==> src/rtl/inv_rcon_ctrl.sv <==
// inv_rcon_ctrl
// -------------
// Emits the AES round constants in reverse order for the decryption key
// schedule. The schedule starts from the last round key and works back to the
// cipher key. Each step divides the current constant by x in GF(2^8):
// 0x36, 0x1B, 0x80, 0x40 ... 0x01.
//
// Ports
//   ClkxCI          clock, rising edge
//   RstxBI          asynchronous reset, active low
//   StartxSI        load START_RCON / NUM_RCON and enter RUN (wins over Next)
//   NextxSI         advance to the previous round constant (RUN only)
//   ActivexSI       gates the constant onto RCONxDO
//   RCONxDO         current constant when RUN and ActivexSI, else 0x00
//   RoundxDO        round counter NUM_RCON..1 while RUN, else 0
//   BusyxSO         FSM in RUN
//   FirstRoundxSO   RUN and round == NUM_RCON
//   PenultRoundxSO  RUN and round == 2
//   LastRoundxSO    RUN and round == 1
//   FinishedxSO     FSM in DONE (level until the next Start)
//   StatexDO        raw FSM state, for debug and checker binding
//
// Handshake: Start and Next are single-cycle strobes sampled on the rising
// clock edge. There is no back-pressure. The outputs reflect a sampled strobe
// one cycle later. All outputs decode registers only, except the ActivexSI
// gate on RCONxDO.
module inv_rcon_ctrl #(
  parameter int          NUM_RCON   = 10,
  parameter logic [7:0]  START_RCON = 8'h36
) (
  input  logic       ClkxCI,
  input  logic       RstxBI,
  input  logic       StartxSI,
  input  logic       NextxSI,
  input  logic       ActivexSI,
  output logic [7:0] RCONxDO,
  output logic [3:0] RoundxDO,
  output logic       BusyxSO,
  output logic       FirstRoundxSO,
  output logic       PenultRoundxSO,
  output logic       LastRoundxSO,
  output logic       FinishedxSO,
  output logic [1:0] StatexDO
);

  typedef enum logic [1:0] {
    IDLE    = 2'b00,
    RUN     = 2'b01,
    DONE    = 2'b10,
    ILLEGAL = 2'b11
  } state_t;

  localparam logic [3:0] NumRconC = 4'(NUM_RCON);

  state_t     StatexDP, StatexDN;
  logic [7:0] RCONxDP, RCONxDN;
  logic [3:0] RoundxDP, RoundxDN;

  // Division by x in GF(2^8) modulo 0x11B. When the low bit is set, the
  // reduction polynomial is added before the shift: (b ^ 0x11B) >> 1
  // equals (b >> 1) ^ 0x8D.
  function automatic logic [7:0] invStep(input logic [7:0] b);
    if (b[0]) return (b >> 1) ^ 8'h8D;
    else      return b >> 1;
  endfunction

  // State register
  always_ff @(posedge ClkxCI or negedge RstxBI) begin
    if (!RstxBI) begin
      StatexDP <= IDLE;
      RCONxDP  <= START_RCON;
      RoundxDP <= NumRconC;
    end else begin
      StatexDP <= StatexDN;
      RCONxDP  <= RCONxDN;
      RoundxDP <= RoundxDN;
    end
  end

  // Next-state logic
  always_comb begin
    StatexDN = StatexDP;
    RCONxDN  = RCONxDP;
    RoundxDN = RoundxDP;
    case (StatexDP)
      IDLE, DONE: begin
        if (StartxSI) begin
          StatexDN = RUN;
          RCONxDN  = START_RCON;
          RoundxDN = NumRconC;
        end
      end
      RUN: begin
        if (StartxSI) begin
          RCONxDN  = START_RCON;
          RoundxDN = NumRconC;
        end else if (NextxSI) begin
          if (RoundxDP > 4'd1) begin
            RCONxDN  = invStep(RCONxDP);
            RoundxDN = RoundxDP - 4'd1;
          end else begin
            // Last constant consumed: the registers are preloaded so that
            // DONE/IDLE never hold a partially walked sequence.
            StatexDN = DONE;
            RCONxDN  = START_RCON;
            RoundxDN = NumRconC;
          end
        end
      end
      ILLEGAL: begin
        StatexDN = IDLE;
        RCONxDN  = START_RCON;
        RoundxDN = NumRconC;
      end
      default: begin
        StatexDN = IDLE;
      end
    endcase
  end

  // Output decode
  always_comb begin
    BusyxSO        = (StatexDP == RUN);
    FinishedxSO    = (StatexDP == DONE);
    RCONxDO        = (BusyxSO && ActivexSI) ? RCONxDP : 8'h00;
    RoundxDO       = BusyxSO ? RoundxDP : 4'd0;
    FirstRoundxSO  = BusyxSO && (RoundxDP == NumRconC);
    PenultRoundxSO = BusyxSO && (RoundxDP == 4'd2);
    LastRoundxSO   = BusyxSO && (RoundxDP == 4'd1);
    StatexDO       = StatexDP;
  end

endmodule

==> config.mk <==
export PLATFORM = sky130hd
export DESIGN_NAME = inv_rcon_ctrl
export DESIGN_NICKNAME = d
export VERILOG_FILES = /design/src/rtl/inv_rcon_ctrl.sv
export SDC_FILE = /design/constraint.sdc
export NUM_CORES = 1
export LEC_CHECK = 0
export CAP_MARGIN = 20
export CORE_ASPECT_RATIO = 1.25
export CORE_UTILIZATION = 40
export CTS_CLUSTER_DIAMETER = 30
export DETAILED_ROUTE_END_ITERATION = 12
export MAX_ROUTING_LAYER = met4
export PLACE_DENSITY = 0.68
export SYNTH_ARGS = -nofsm -noshare
export SYNTH_HDL_FRONTEND = slang
export SYNTH_SLANG_ARGS = --single-unit
==> constraint.sdc <==
create_clock -name ClkxCI -period 2.3 [get_ports ClkxCI]
set_input_delay 0.46 -clock ClkxCI [delete_from_list [all_inputs] [get_ports ClkxCI]]
set_output_delay 0.46 -clock ClkxCI [all_outputs]
set_load 0.005 [all_outputs]
==> flow_summary.json <==
{
  "status": "finished, violations left",
  "failed_checks": "design-rule violations",
  "path_buf_inv": 2,
  "drt-wirelength-per-cell_um": 14.9,
  "hold_viol": 0,
  "dieWidth_um": 43.9,
  "total_leakage_power_nw": 0.502,
  "hold_path_class": "reg -> reg",
  "ys_async_sr_fraction": 1.00,
  "syn_inst": 90,
  "worst_slew_pin_slew_ps": 661,
  "cts_max_level": 1,
  "worst_path_max_delay_cell": "dfrtp_2",
  "worst-endpoint-required_ps": 1840,
  "max_cap_violations": 0,
  "clk_pin_slew_ps": 90,
  "cpLargestDelayFamily": "buffers and inverters",
  "syn_to_final_growth_pct": 34.1,
  "gp_congestion": 0.795,
  "drt_iter0_drc": 14,
  "final_max_slew_viol_count": 0,
  "io-pin-count": 24,
  "post_cts_buffers": 0,
  "grt_pass1_wl_um": 3390,
  "ir_worst_vdd_uv": 472,
  "power.density_nw_per_um2": 903,
  "antenna_cells": 0,
  "synth_nets": 98,
  "numCtsBuffers": 3,
  "first_pass_iters": 8,
  "layout_min_cycle_time_ps": 2180,
  "crit_chain": "nand2b_2, clkinvlp_4, and3_1, clkdlybuf4s50_1",
  "grtUsageTotal": 0.203,
  "cts_root_buffer": "clkbuf_4",
  "ys.flop_type": "dfrtp_1",
  "hp-start": "RCONxDP[7]",
  "fill_cells": 195,
  "hold_buffers": 0,
  "worst_ep_arrival_time_ps": 1720,
  "dieHeight_um": 54.4,
  "synth.cell_area_um2": 877,
  "ant_nets": 0,
  "tns_ps": 0,
  "r2r-end": "RCONxDP[4]",
  "postLayoutCoreUtil": 0.580,
  "synth-edff-count": 0,
  "seq_area_frac_synth": 0.408,
  "fmax_ghz": 0.458,
  "cts_sinks": 14,
  "drt-total-wl_um": 2030,
  "min_path_cells": 1,
  "nets": 125,
  "grt_pass1_vias": 740,
  "dieArea_um2": 2390,
  "crit_start": "StatexDO[0]",
  "drcViolationCount": 3,
  "reg2reg_slack_ps": 400,
  "post-route-period-util": 0.950,
  "critPathMaxFanout": 9,
  "skew_ps": 4.25,
  "postPlaceCellArea_um2": 1120,
  "core-area_um2": 2030,
  "rr_startpoint": "RoundxDP[1]",
  "cts_buffer_depth": 2,
  "cts_tree": "yes",
  "initial_core_util": 0.433,
  "finalSetupViolCount": 0,
  "yosys_register_bits": 14,
  "avgViaCountPerCell": 5.80,
  "grt_max_degree": 15,
  "final_cell_mix": "23 x clkdlybuf4s50_1, 10 x and3_1, 8 x o21ai_0",
  "clock_latency_ps": 280,
  "relSlewSlack": 0.558,
  "worstSetupStartpointType": "register",
  "drive_above_1_share": 0.181,
  "rsz0062_at_grt": "no",
  "dr_total_vias": 789,
  "critPathKind": "reg -> out",
  "antenna_found_initial": 0,
  "mostFrequentLayoutCell": "clkdlybuf4s50_1",
  "slowest_delay_ps": 470,
  "place_hpwl_um": 1440,
  "end_kind": "output pin",
  "syn_avg_cell_area_um2": 9.75,
  "holdPathEnd": "RCONxDP[7]",
  "yosys_warnings": 0,
  "overflow": 0,
  "final_area_um2": 1180,
  "reg2regPathDepth": 5,
  "rows": 18,
  "netlist-cell-type-count": 35,
  "portBuffers": 23
}
[sequential cells by signal, summed over array words and instances, names as in the netlist]
register / cells
StatexDO: 2
RCONxDP: 8
RoundxDP: 4
[cell usage after synthesis, drive strengths merged, types with 2 or more instances]
library cell  count  share of area
dfrtp             8           0.23
or3               3          0.023
buf               3          0.020
o31ai             2          0.017
xor2              2          0.020
o2bb2ai           3          0.030
ha                3          0.043
o21ai             8          0.046
and2              3          0.021
a2111oi           3          0.030
nor3b             2          0.017
a2bb2oi           2          0.020
clkbuf            2          0.020
nor2              7          0.030
and3             10          0.071
dfstp             6           0.18
inv               5          0.021
o31a              3          0.030
o21a              2          0.017
[routing by layer]
| metal | vias up | global-route usage | wire length, µm |
|---|---|---|---|
| li1 | 385 | - | - |
| met1 | 374 | 0.238 | 913 |
| met2 | 26 | 0.346 | 1010 |
| met3 | 4 | 0.0297 | 94 |
| met4 | 0 | 0.0909 | 19 |
| met5 | - | - | 0 |
[worst reg2reg max path, delay by kind of cell, from the launching register on]
family	cells	cell delay, ps
AND/OR/NAND/NOR	1	320
adder cells (fa/ha/maj)	1	220
buffers and inverters	1	80
AO/OA/AOI/OAI	2	670
flip-flops	1	550
[kinds of logic after synthesis]
kind of cell | after synthesis | synth area share
buffers and inverters | 10 | 0.0613
adder cells (fa/ha/maj) | 3 | 0.0428
AO/OA/AOI/OAI | 27 | 0.233
XOR/XNOR | 3 | 0.0300
flip-flops | 14 | 0.408
AND/OR/NAND/NOR | 33 | 0.225
[worst max-delay path by stage]
| stage | to | cells past startpoint | slack, ps |
|---|---|---|---|
| after detailed placement | RCONxDO[3] | 3 | 120 |
| final | RCONxDO[5] | 4 | 120 |
| after CTS | LastRoundxSO | 4 | 6 |
| after global placement | RCONxDO[3] | 3 | 120 |
| after global routing | LastRoundxSO | 4 | 20 |
| after floorplan | RCONxDP[1] | 6 | 520 |
[report_power, final]
part	switching (W)	total, W	internal (W)
Sequential	0.0000754	0.000405	0.000330
Combinational	0.000202	0.000477	0.000275
Clock	0.0000830	0.000179	0.0000964
Total	0.000361	0.00106	0.000701
[through the flow]
step	std cells	total power [W]	hold WS [ps]	worst slack [ps]
floorplan	90	0.000668	164	525
global placement	131	0.000865	484	124
detailed placement	131	0.000874	491	124
CTS	135	0.00107	518	5.67
global route	136	0.00115	550	22.6
finish	136	0.00106	515	115
[layout make-up]
class	count	area [µm²]	area share
sequential	14	359	0.305
timing repair buffer	26	253	0.215
tap	20	25.0	0.0213
multi-input combinational	66	473	0.402
clock buffer	4	36.3	0.0309
inverter	5	22.5	0.0191
timing repair inverter	1	7.51	0.00638
[timing repair]
item | in CTS | in global routing
endpoints found under the setup margin | 9 | 13
gates resized for setup | 1 | 4
cloned | 0 | 1
Note: power is estimated with default switching activity, not from simulation.
